File: src/rtl/logic_unit_pipe_if.sv
// Operand/result handshake bundle for logic_unit_pipe.
// master = producer/consumer side, slave = the pipeline itself.
interface logic_unit_pipe_if #(
    parameter int WIDTH = 8
);
    logic             in_valid;
    logic             in_ready;
    logic [2:0]       in_op;
    logic [WIDTH-1:0] in_a;
    logic [WIDTH-1:0] in_b;
    logic             out_valid;
    logic             out_ready;
    logic [WIDTH-1:0] out_y;

    modport master (
        output in_valid, in_op, in_a, in_b, out_ready,
        input  in_ready, out_valid, out_y
    );

    modport slave (
        input  in_valid, in_op, in_a, in_b, out_ready,
        output in_ready, out_valid, out_y
    );
endinterface

File: src/rtl/logic_unit_pipe.sv
// Eight-way bitwise logic unit feeding a STAGES-deep valid/ready pipeline, with a saturating delivered-result counter.
// Latency: STAGES cycles from accept to out_y when unstalled; one beat per cycle throughput.
// Backpressure: stages fill under stall and bubbles collapse; in_ready drops only when all stages hold beats and out_ready=0.
module logic_unit_pipe #(
    parameter int WIDTH   = 8,
    parameter int STAGES  = 2,
    parameter int COUNT_W = 16
) (
    input  logic               clock,
    input  logic               reset,
    logic_unit_pipe_if.slave   bus,
    input  logic               cnt_clr,
    output logic [COUNT_W-1:0] res_count
);

    logic [STAGES-1:0]  v_q;
    logic [STAGES-1:0]  v_d;
    logic [WIDTH-1:0]   d_q [STAGES];
    logic [WIDTH-1:0]   d_d [STAGES];
    logic [STAGES-1:0]  rdy;
    logic               hole;
    logic [WIDTH-1:0]   op_y;
    logic               fire;
    logic [COUNT_W-1:0] cnt_q;
    logic [COUNT_W-1:0] cnt_d;

    always_comb begin
        op_y = bus.in_a;
        case (bus.in_op)
            3'b000:  op_y = ~bus.in_a;
            3'b001:  op_y = bus.in_a & bus.in_b;
            3'b010:  op_y = bus.in_a | bus.in_b;
            3'b011:  op_y = bus.in_a ^ bus.in_b;
            3'b100:  op_y = ~(bus.in_a & bus.in_b);
            3'b101:  op_y = ~(bus.in_a | bus.in_b);
            3'b110:  op_y = ~(bus.in_a ^ bus.in_b);
            default: op_y = bus.in_a;
        endcase
    end

    // A stage can advance if the consumer is ready or any stage downstream of it is empty.
    always_comb begin
        rdy  = '0;
        hole = bus.out_ready;
        for (int k = STAGES - 1; k >= 0; k--) begin
            hole   = hole || !v_q[k];
            rdy[k] = hole;
        end
    end

    always_comb begin
        v_d = v_q;
        d_d = d_q;
        if (rdy[0]) begin
            v_d[0] = bus.in_valid;
            // Operand bus is don't-care when idle, so stage 1 data only moves on a real beat.
            if (bus.in_valid) begin
                d_d[0] = op_y;
            end
        end
        for (int k = 1; k < STAGES; k++) begin
            if (rdy[k]) begin
                v_d[k] = v_q[k-1];
                d_d[k] = d_q[k-1];
            end
        end
    end

    assign fire = v_q[STAGES-1] && bus.out_ready;

    always_comb begin
        cnt_d = cnt_q;
        if (cnt_clr) begin
            cnt_d = '0;
        end else if (fire && (cnt_q != {COUNT_W{1'b1}})) begin
            cnt_d = cnt_q + COUNT_W'(1);
        end
    end

    always_ff @(posedge clock or negedge reset) begin
        if (!reset) begin
            v_q   <= '0;
            cnt_q <= '0;
            for (int k = 0; k < STAGES; k++) begin
                d_q[k] <= '0;
            end
        end else begin
            v_q   <= v_d;
            d_q   <= d_d;
            cnt_q <= cnt_d;
        end
    end

    assign bus.in_ready  = rdy[0];
    assign bus.out_valid = v_q[STAGES-1];
    assign bus.out_y     = d_q[STAGES-1];
    assign res_count     = cnt_q;

endmodule
File: src/flat_wrapper.sv
// flat-port wrapper written by rule: the top's interface ports become plain ports
module logic_unit_pipe_flat 
#(
    parameter int WIDTH   = 8,
    parameter int STAGES  = 2,
    parameter int COUNT_W = 16
)
  (clock, reset, cnt_clr, res_count, bus_in_valid, bus_in_op, bus_in_a, bus_in_b, bus_out_ready, bus_in_ready, bus_out_valid, bus_out_y);
  logic_unit_pipe_if #(.WIDTH(WIDTH)) bus_i ();
  input  logic clock;
  input  logic reset;
  input  logic cnt_clr;
  output logic [COUNT_W-1:0] res_count;
  input wire logic [$bits(bus_i.in_valid)-1:0] bus_in_valid;
  input wire logic [$bits(bus_i.in_op)-1:0] bus_in_op;
  input wire logic [$bits(bus_i.in_a)-1:0] bus_in_a;
  input wire logic [$bits(bus_i.in_b)-1:0] bus_in_b;
  input wire logic [$bits(bus_i.out_ready)-1:0] bus_out_ready;
  output wire logic [$bits(bus_i.in_ready)-1:0] bus_in_ready;
  output wire logic [$bits(bus_i.out_valid)-1:0] bus_out_valid;
  output wire logic [$bits(bus_i.out_y)-1:0] bus_out_y;
  assign bus_i.in_valid = bus_in_valid;
  assign bus_i.in_op = bus_in_op;
  assign bus_i.in_a = bus_in_a;
  assign bus_i.in_b = bus_in_b;
  assign bus_i.out_ready = bus_out_ready;
  assign bus_in_ready = bus_i.in_ready;
  assign bus_out_valid = bus_i.out_valid;
  assign bus_out_y = bus_i.out_y;
  logic_unit_pipe #(.WIDTH(WIDTH), .STAGES(STAGES), .COUNT_W(COUNT_W)) u_core (.clock(clock), .reset(reset), .bus(bus_i), .cnt_clr(cnt_clr), .res_count(res_count));
endmodule
File: config.mk
export PLATFORM = sky130hd
export DESIGN_NAME = logic_unit_pipe_flat
export DESIGN_NICKNAME = d
export VERILOG_FILES = /design/src/rtl/logic_unit_pipe_if.sv /design/src/rtl/logic_unit_pipe.sv /design/src/flat_wrapper.sv
export SDC_FILE = /design/constraint.sdc
export NUM_CORES = 1
export LEC_CHECK = 0
export CAP_MARGIN = 30
export CORE_AREA = 2 2 85 87
export CTS_CLUSTER_DIAMETER = 60
export DETAILED_ROUTE_END_ITERATION = 6
export DIE_AREA = 0 0 87 89
export SLEW_MARGIN = 40
export SYNTH_ARGS = -nofsm -noshare
export SYNTH_HDL_FRONTEND = slang
export SYNTH_SLANG_ARGS = --single-unit
File: constraint.sdc
create_clock -name clock -period 2.22 [get_ports clock]
set_input_delay 0.444 -clock clock [delete_from_list [all_inputs] [get_ports clock]]
set_output_delay 0.444 -clock clock [all_outputs]
set_load 0.05 [all_outputs]
==> results.txt, run 1 <==
main combinational cell family by area after synthesis = simple AND/OR/NAND/NOR gates
vias in the first global route = 1827
gr usage total = 0.134
Finish-stage setup viols = 0
cell row count = 30
CP max stage delay = 0.85 ns
Port Buffers = 49
synthesized cell area = 2330 um2
mux contribution to synthesized area = 0.138
Worst-Margin Slew = 0.598 ns
Starting Density = 0.346
vias per cell = 5.13
total CTS buffers = 5
Die Height = 89 um
CTS root buf = clkbuf_8
Synth Area in Adders = 0.0914
minimum clock period = 2.04 ns
first-pass detailed-route iteration total = 4
critical path arrival = 1.59 ns
maximum vdd drop = 0.000209 V
Worst Setup Path Type = reg2out
CTS resizes = 0
post-route clock period utilization = 0.918
chip width = 87 um
fraction of registers with async set/reset = 1.00
initial antenna violation count = 0
DR iter-0 viols = 36
number of synthesized flops with an enable pin = 0
share of cells above drive strength 1 = 0.119
Setup Buffers After CTS = 0
maximum fanout along the worst path = 7
clock transition at the registers of the reported paths = 0.07 ns
first-pass GRT wire length = 8270 um
CORE AREA = 6720 um2
drt drc = 0
routed vias = 1915
setup TNS = 0 ns
WL/cell = 13.1 um
synthesized net count = 289
unrepaired setup endpoints after global routing = no
Worst Setup End Kind = primary output
Synth Area in Compound Gates = 0.131
Leak = 1.33 nW
I/O Pins = 50
syn_area_per_cell = 9.38 um2
Crit-path slowest cell = clkdlybuf4s50_1
Peak Freq = 0.491 GHz
critical path launch point type = flip-flop
stages on the worst setup path = 1
pwr dens = 573 nW/um2
clock latency on the worst-skew pair = 0.28 ns
Cell variety after synth = 39
simple-gate share of the synthesized area = 0.166
Syn. warnings = 0
CP Buf/Inv Count = 1
Max-cap violations = 0
Layout Nets = 333
CTS Sinks = 34
xor-xnor portion of the synthesized cell area = 0.0339
DP Wirelength = 3690 um
clk_skew = 0.00371 ns
CTS tree = built
Main synth FF type = dfrtp_1
Max Root-Sink Buffers = 2
H-Tree Depth = 2
Final ANT Viol Nets = 0
relative slew slack = 0.600
Reg2Reg Depth = 5
Area growth syn-to-layout = 28.2%
Req. time, crit path = 1.78 ns
worst hold stages = 1
post-synthesis register bit count = 34
worst-path cell chain = clkdlybuf4s50_1
final WL = 4870 um
antenna cells = 0
Total Power = 1.71 mW
total congestion overflow = 0
DIE AREA = 7740 um2
CP delay by family, top = buffers and inverters
status = completed
cts hold-fix bufs = 0
Hold Vio Cnt, Final = 0
sequential-to-total area share from yosys stat = 0.366
Min-Delay Path Class = reg2reg
Post-Synthesis Cells = 248
Final Max Slew Viols = 0
Final GP Congestion = 0.830
largest net degree at the start of global routing = 35
## sequential cells by signal, indices dropped and copies added (netlist names)
signal            count
u_core.v_q            2
u_core.d_q            8
u_core.bus.out_y      8
u_core.res_count     16
## path summary, 6_finish.rpt
path | start | endpoint | slack, ns
min in group asynchronous | reset | u_core.res_count[2] | 0.56
max | u_core.res_count[2] | res_count[2] | 0.18
min reg2reg | u_core.v_q[0] | u_core.v_q[1] | 0.47
max reg2reg | u_core.res_count[10] | u_core.res_count[5] | 0.36
max in group asynchronous | reset | u_core.bus.out_y[5] | 1.35
min | u_core.v_q[0] | u_core.v_q[1] | 0.47
## cells in the mapped netlist, types with 2 or more instances
| library cell | number | share of area |
|---|---|---|
| a2111oi_0 | 2 | 0.0075 |
| a21oi_1 | 3 | 0.0065 |
| a22oi_1 | 6 | 0.019 |
| a32oi_1 | 2 | 0.0075 |
| and3_1 | 2 | 0.0054 |
| and4_1 | 4 | 0.015 |
| buf_1 | 2 | 0.0032 |
| buf_2 | 3 | 0.0065 |
| buf_4 | 8 | 0.026 |
| clkbuf_1 | 7 | 0.011 |
| dfrtp_1 | 34 | 0.37 |
| ha_1 | 17 | 0.091 |
| inv_1 | 17 | 0.027 |
| mux2_2 | 16 | 0.077 |
| mux2i_1 | 14 | 0.060 |
| nand2_1 | 20 | 0.032 |
| nand2b_1 | 5 | 0.013 |
| nand3_1 | 6 | 0.013 |
| nand4_1 | 2 | 0.0054 |
| nor2_1 | 16 | 0.026 |
| nor2b_1 | 4 | 0.011 |
| nor3_1 | 5 | 0.011 |
| o211ai_1 | 2 | 0.0065 |
| o21ai_0 | 21 | 0.045 |
| o21ai_1 | 2 | 0.0043 |
| o221ai_1 | 6 | 0.023 |
| o22ai_1 | 2 | 0.0054 |
| or3_1 | 2 | 0.0054 |
| xnor2_1 | 2 | 0.0075 |
| xor2_1 | 7 | 0.026 |
## per-layer routing
metal	part of all wire	up-vias	GRT usage
met3	0.052	5	0.0369
met5	0	-	0
met1	0.45	900	0.155
met2	0.49	46	0.240
met4	0.0099	0	0.0440
li1	-	964	-
## cell families (layout without fill, tap and decap cells)
family          count (synthesis)  after routing
simple gates                   73             73
compound gates                 48             48
fa+ha+maj                      17             17
xor+xnor                        9              9
flops                          34             34
buf+inv                        37             82
mux                            30             30
## per-stage QoR
stage	cell area [um2]	hold WS [ns]	worst slack (ns)	utilization	instances
4_1_cts	2980	0.478	0.167	0.444	373
3_3_place_gp	2890	0.442	0.0569	0.430	365
3_5_place_dp	2890	0.449	0.0172	0.430	365
5_1_grt	2980	0.522	0.119	0.444	373
2_1_floorplan	2330	0.148	0.160	-	248
6_report	2980	0.473	0.181	0.444	373
## layout by cell type (no fill, tap or decap), types with 2 or more instances in the layout
cell,instances
ha_1,17
o221ai_1,6
buf_12,2
a21oi_1,3
nand4_1,2
or3_1,2
xnor2_1,2
nor2b_1,4
o21ai_1,2
xor2_1,7
a2111oi_0,2
clkdlybuf4s50_1,48
mux2_2,16
nand2b_1,5
nand2_1,20
nand3_1,6
o21ai_0,21
clkbuf_8,6
and3_1,2
a32oi_1,2
dfrtp_1,34
nor2_1,16
o211ai_1,2
and4_1,4
a22oi_1,6
nor3_1,5
o22ai_1,2
inv_1,17
mux2i_1,14
buf_4,7
## final cells by class
cell class,instances,area (um2)
Tap cell,80,100
Clock buffer,7,86.3
Sequential cell,34,851
Clock inverter,1,5.00
Multi-Input combinational cell,177,1300
Inverter,17,63.8
Timing Repair Buffer,57,573
Fill cell,660,3740
## power breakdown
| part | leakage, nW | switching, mW | total, mW | internal [mW] |
|---|---|---|---|---|
| registers | 0.442 | 0.0374 | 0.723 | 0.685 |
| clock network | 0.0482 | 0.219 | 0.469 | 0.250 |
| logic | 0.839 | 0.298 | 0.515 | 0.218 |
Power figures use the tool's default switching activity.
==> run 2, diff against run 1 <==
--- a/config.mk
+++ b/config.mk
@@ -5,11 +5,11 @@
 export SDC_FILE = /design/constraint.sdc
 export NUM_CORES = 1
 export LEC_CHECK = 0
-export CAP_MARGIN = 30
 export CORE_AREA = 2 2 85 87
 export CTS_CLUSTER_DIAMETER = 60
 export DETAILED_ROUTE_END_ITERATION = 6
 export DIE_AREA = 0 0 87 89
+export RECOVER_POWER = 25
 export SLEW_MARGIN = 40
 export SYNTH_ARGS = -nofsm -noshare
 export SYNTH_HDL_FRONTEND = slang
==> run 2 against run 1 <==
Die area unchanged. Power about the same. Clock-buffer cell count stayed put. Worst hold slack unchanged. Combinational power is essentially flat. Critical path depth stayed put. Via count down 0.10%. Global-route usage is the same. Sequential power is essentially flat. Highest routed layer unchanged.
==> results.txt, run 2 (synthesis gave the netlist of run 1 again) <==
Area growth syn-to-layout = 28.1%
Min-Delay Path Class = reg2reg
Finish-stage setup viols = 0
share of cells above drive strength 1 = 0.119
CTS resizes = 0
Leak = 1.33 nW
busiest layer in global routing = met2
GR Layer Usage met1 = 0.155
first-pass GRT wire length = 8270 um
critical path launch point type = flip-flop
cell row count = 30
final WL = 4870 um
worst hold slack = 0.473 ns
worst-path cell chain = clkdlybuf4s50_1
met3 usage = 0.0369
first-pass detailed-route iteration total = 4
Final ANT Viol Nets = 0
Req. time, crit path = 1.78 ns
maximum vdd drop = 0.000210 V
DR iter-0 viols = 36
status = completed
post-route cell area = 2980 um2
clk_skew = 0.00371 ns
Reg2Reg Depth = 5
unrepaired setup endpoints after global routing = no
Die Height = 89 um
total CTS buffers = 5
Starting Density = 0.346
largest net degree at the start of global routing = 35
commonest non-fill, non-tap cell in the layout = clkdlybuf4s50_1
Worst R2R Start = u_core.res_count[10]
post-route clock period utilization = 0.918
critical path arrival = 1.59 ns
CTS root buf = clkbuf_8
CORE AREA = 6720 um2
CP delay by family, top = buffers and inverters
Worst Setup End Kind = primary output
Total Power = 1.71 mW
Hold Vio Cnt, Final = 0
Max Root-Sink Buffers = 2
cts hold-fix bufs = 0
Setup Buffers After CTS = 0
vias in the first global route = 1827
I/O Pins = 50
Max-cap violations = 0
CTS Sinks = 34
WL/cell = 13.1 um
most frequent cells in the layout = clkdlybuf4s50_1 (47), dfrtp_1 (34), o21ai_0 (21)
DIE AREA = 7740 um2
Hold Path End = u_core.v_q[1]
antenna cells = 0
total congestion overflow = 0
gr usage total = 0.134
placed cell areas = 2890 um2
Port Buffers = 49
Peak Freq = 0.491 GHz
relative slew slack = 0.450
Worst R2R Setup Slack = 0.36 ns
GR met2 Demand/Resource = 0.240
worst hold stages = 1
Worst Hold Launch = u_core.v_q[0]
chip width = 87 um
Layout Nets = 333
utilization after layout = 0.443
Final GP Congestion = 0.830
pwr dens = 573 nW/um2
routed vias = 1913
initial antenna violation count = 0
CTS tree = built
Worst Setup Path Type = reg2out
CP max stage delay = 0.85 ns
setup TNS = 0 ns
reg2reg end = u_core.res_count[5]
minimum clock period = 2.04 ns
max reg flops = 16
Crit-path slowest cell = clkdlybuf4s50_1
DP Wirelength = 3690 um
CP Buf/Inv Count = 1
clock latency on the worst-skew pair = 0.28 ns
clock transition at the registers of the reported paths = 0.07 ns
Final Max Slew Viols = 0
maximum fanout along the worst path = 7
Worst-Margin Slew = 0.825 ns
vias per cell = 5.13
drt drc = 0
H-Tree Depth = 2
==> run 2: cell count changes in the layout (fill, tap and decap cells not counted) <==
cell,before,now
buf_4,7,6
clkbuf_2,0,1
dlygate4sd3_1,0,1
clkdlybuf4s50_1,48,47
==> run 2: worst max-delay path by stage <==
stage,from,endpoint,slack [ns],cells past startpoint
detailed placement,bus_in_a[2],u_core.d_q[10],0.02,8
global placement,bus_in_a[2],u_core.d_q[10],0.06,8
finish,u_core.res_count[2],res_count[2],0.18,1
global route,u_core.res_count[2],res_count[2],0.12,1
CTS,u_core.res_count[2],res_count[2],0.17,1
floorplan,u_core.v_q[1],u_core.d_q[14],0.16,4
==> run 2: power by group <==
part	total (mW)	internal [mW]	switching, mW
clock	0.469	0.250	0.219
sequential	0.723	0.685	0.0374
combinational	0.514	0.217	0.298
total	1.71	1.15	0.554
==> run 2: area by class of cell <==
type | instances | area, um2
Clock buffer | 7 | 86.3
Clock inverter | 1 | 5.00
Fill cell | 661 | 3740
Inverter | 17 | 63.8
Multi-Input combinational cell | 177 | 1300
Sequential cell | 34 | 851
Tap cell | 80 | 100
Timing Repair Buffer | 57 | 571
==> run 2: through the flow <==
step,cells,worst slack [ns]
finish,373,0.182
global route,373,0.119
CTS,373,0.167
detailed placement,365,0.0172
floorplan,248,0.160
global placement,365,0.0569
==> run 2: layer usage <==
layer | wire length (um) | vias up
met1 | 2210 | 898
met2 | 2370 | 46
met3 | 252 | 5
met4 | 48 | 0
met5 | 0 | -
li1 | - | 964
==> run 3, diff against run 2 <==
--- a/config.mk
+++ b/config.mk
@@ -5,6 +5,7 @@
 export SDC_FILE = /design/constraint.sdc
 export NUM_CORES = 1
 export LEC_CHECK = 0
+export CAP_MARGIN = 20
 export CORE_AREA = 2 2 85 87
 export CTS_CLUSTER_DIAMETER = 60
 export DETAILED_ROUTE_END_ITERATION = 6
==> results of run 3 <==
Final layout, timing and power as in run 2 (identical DEF).
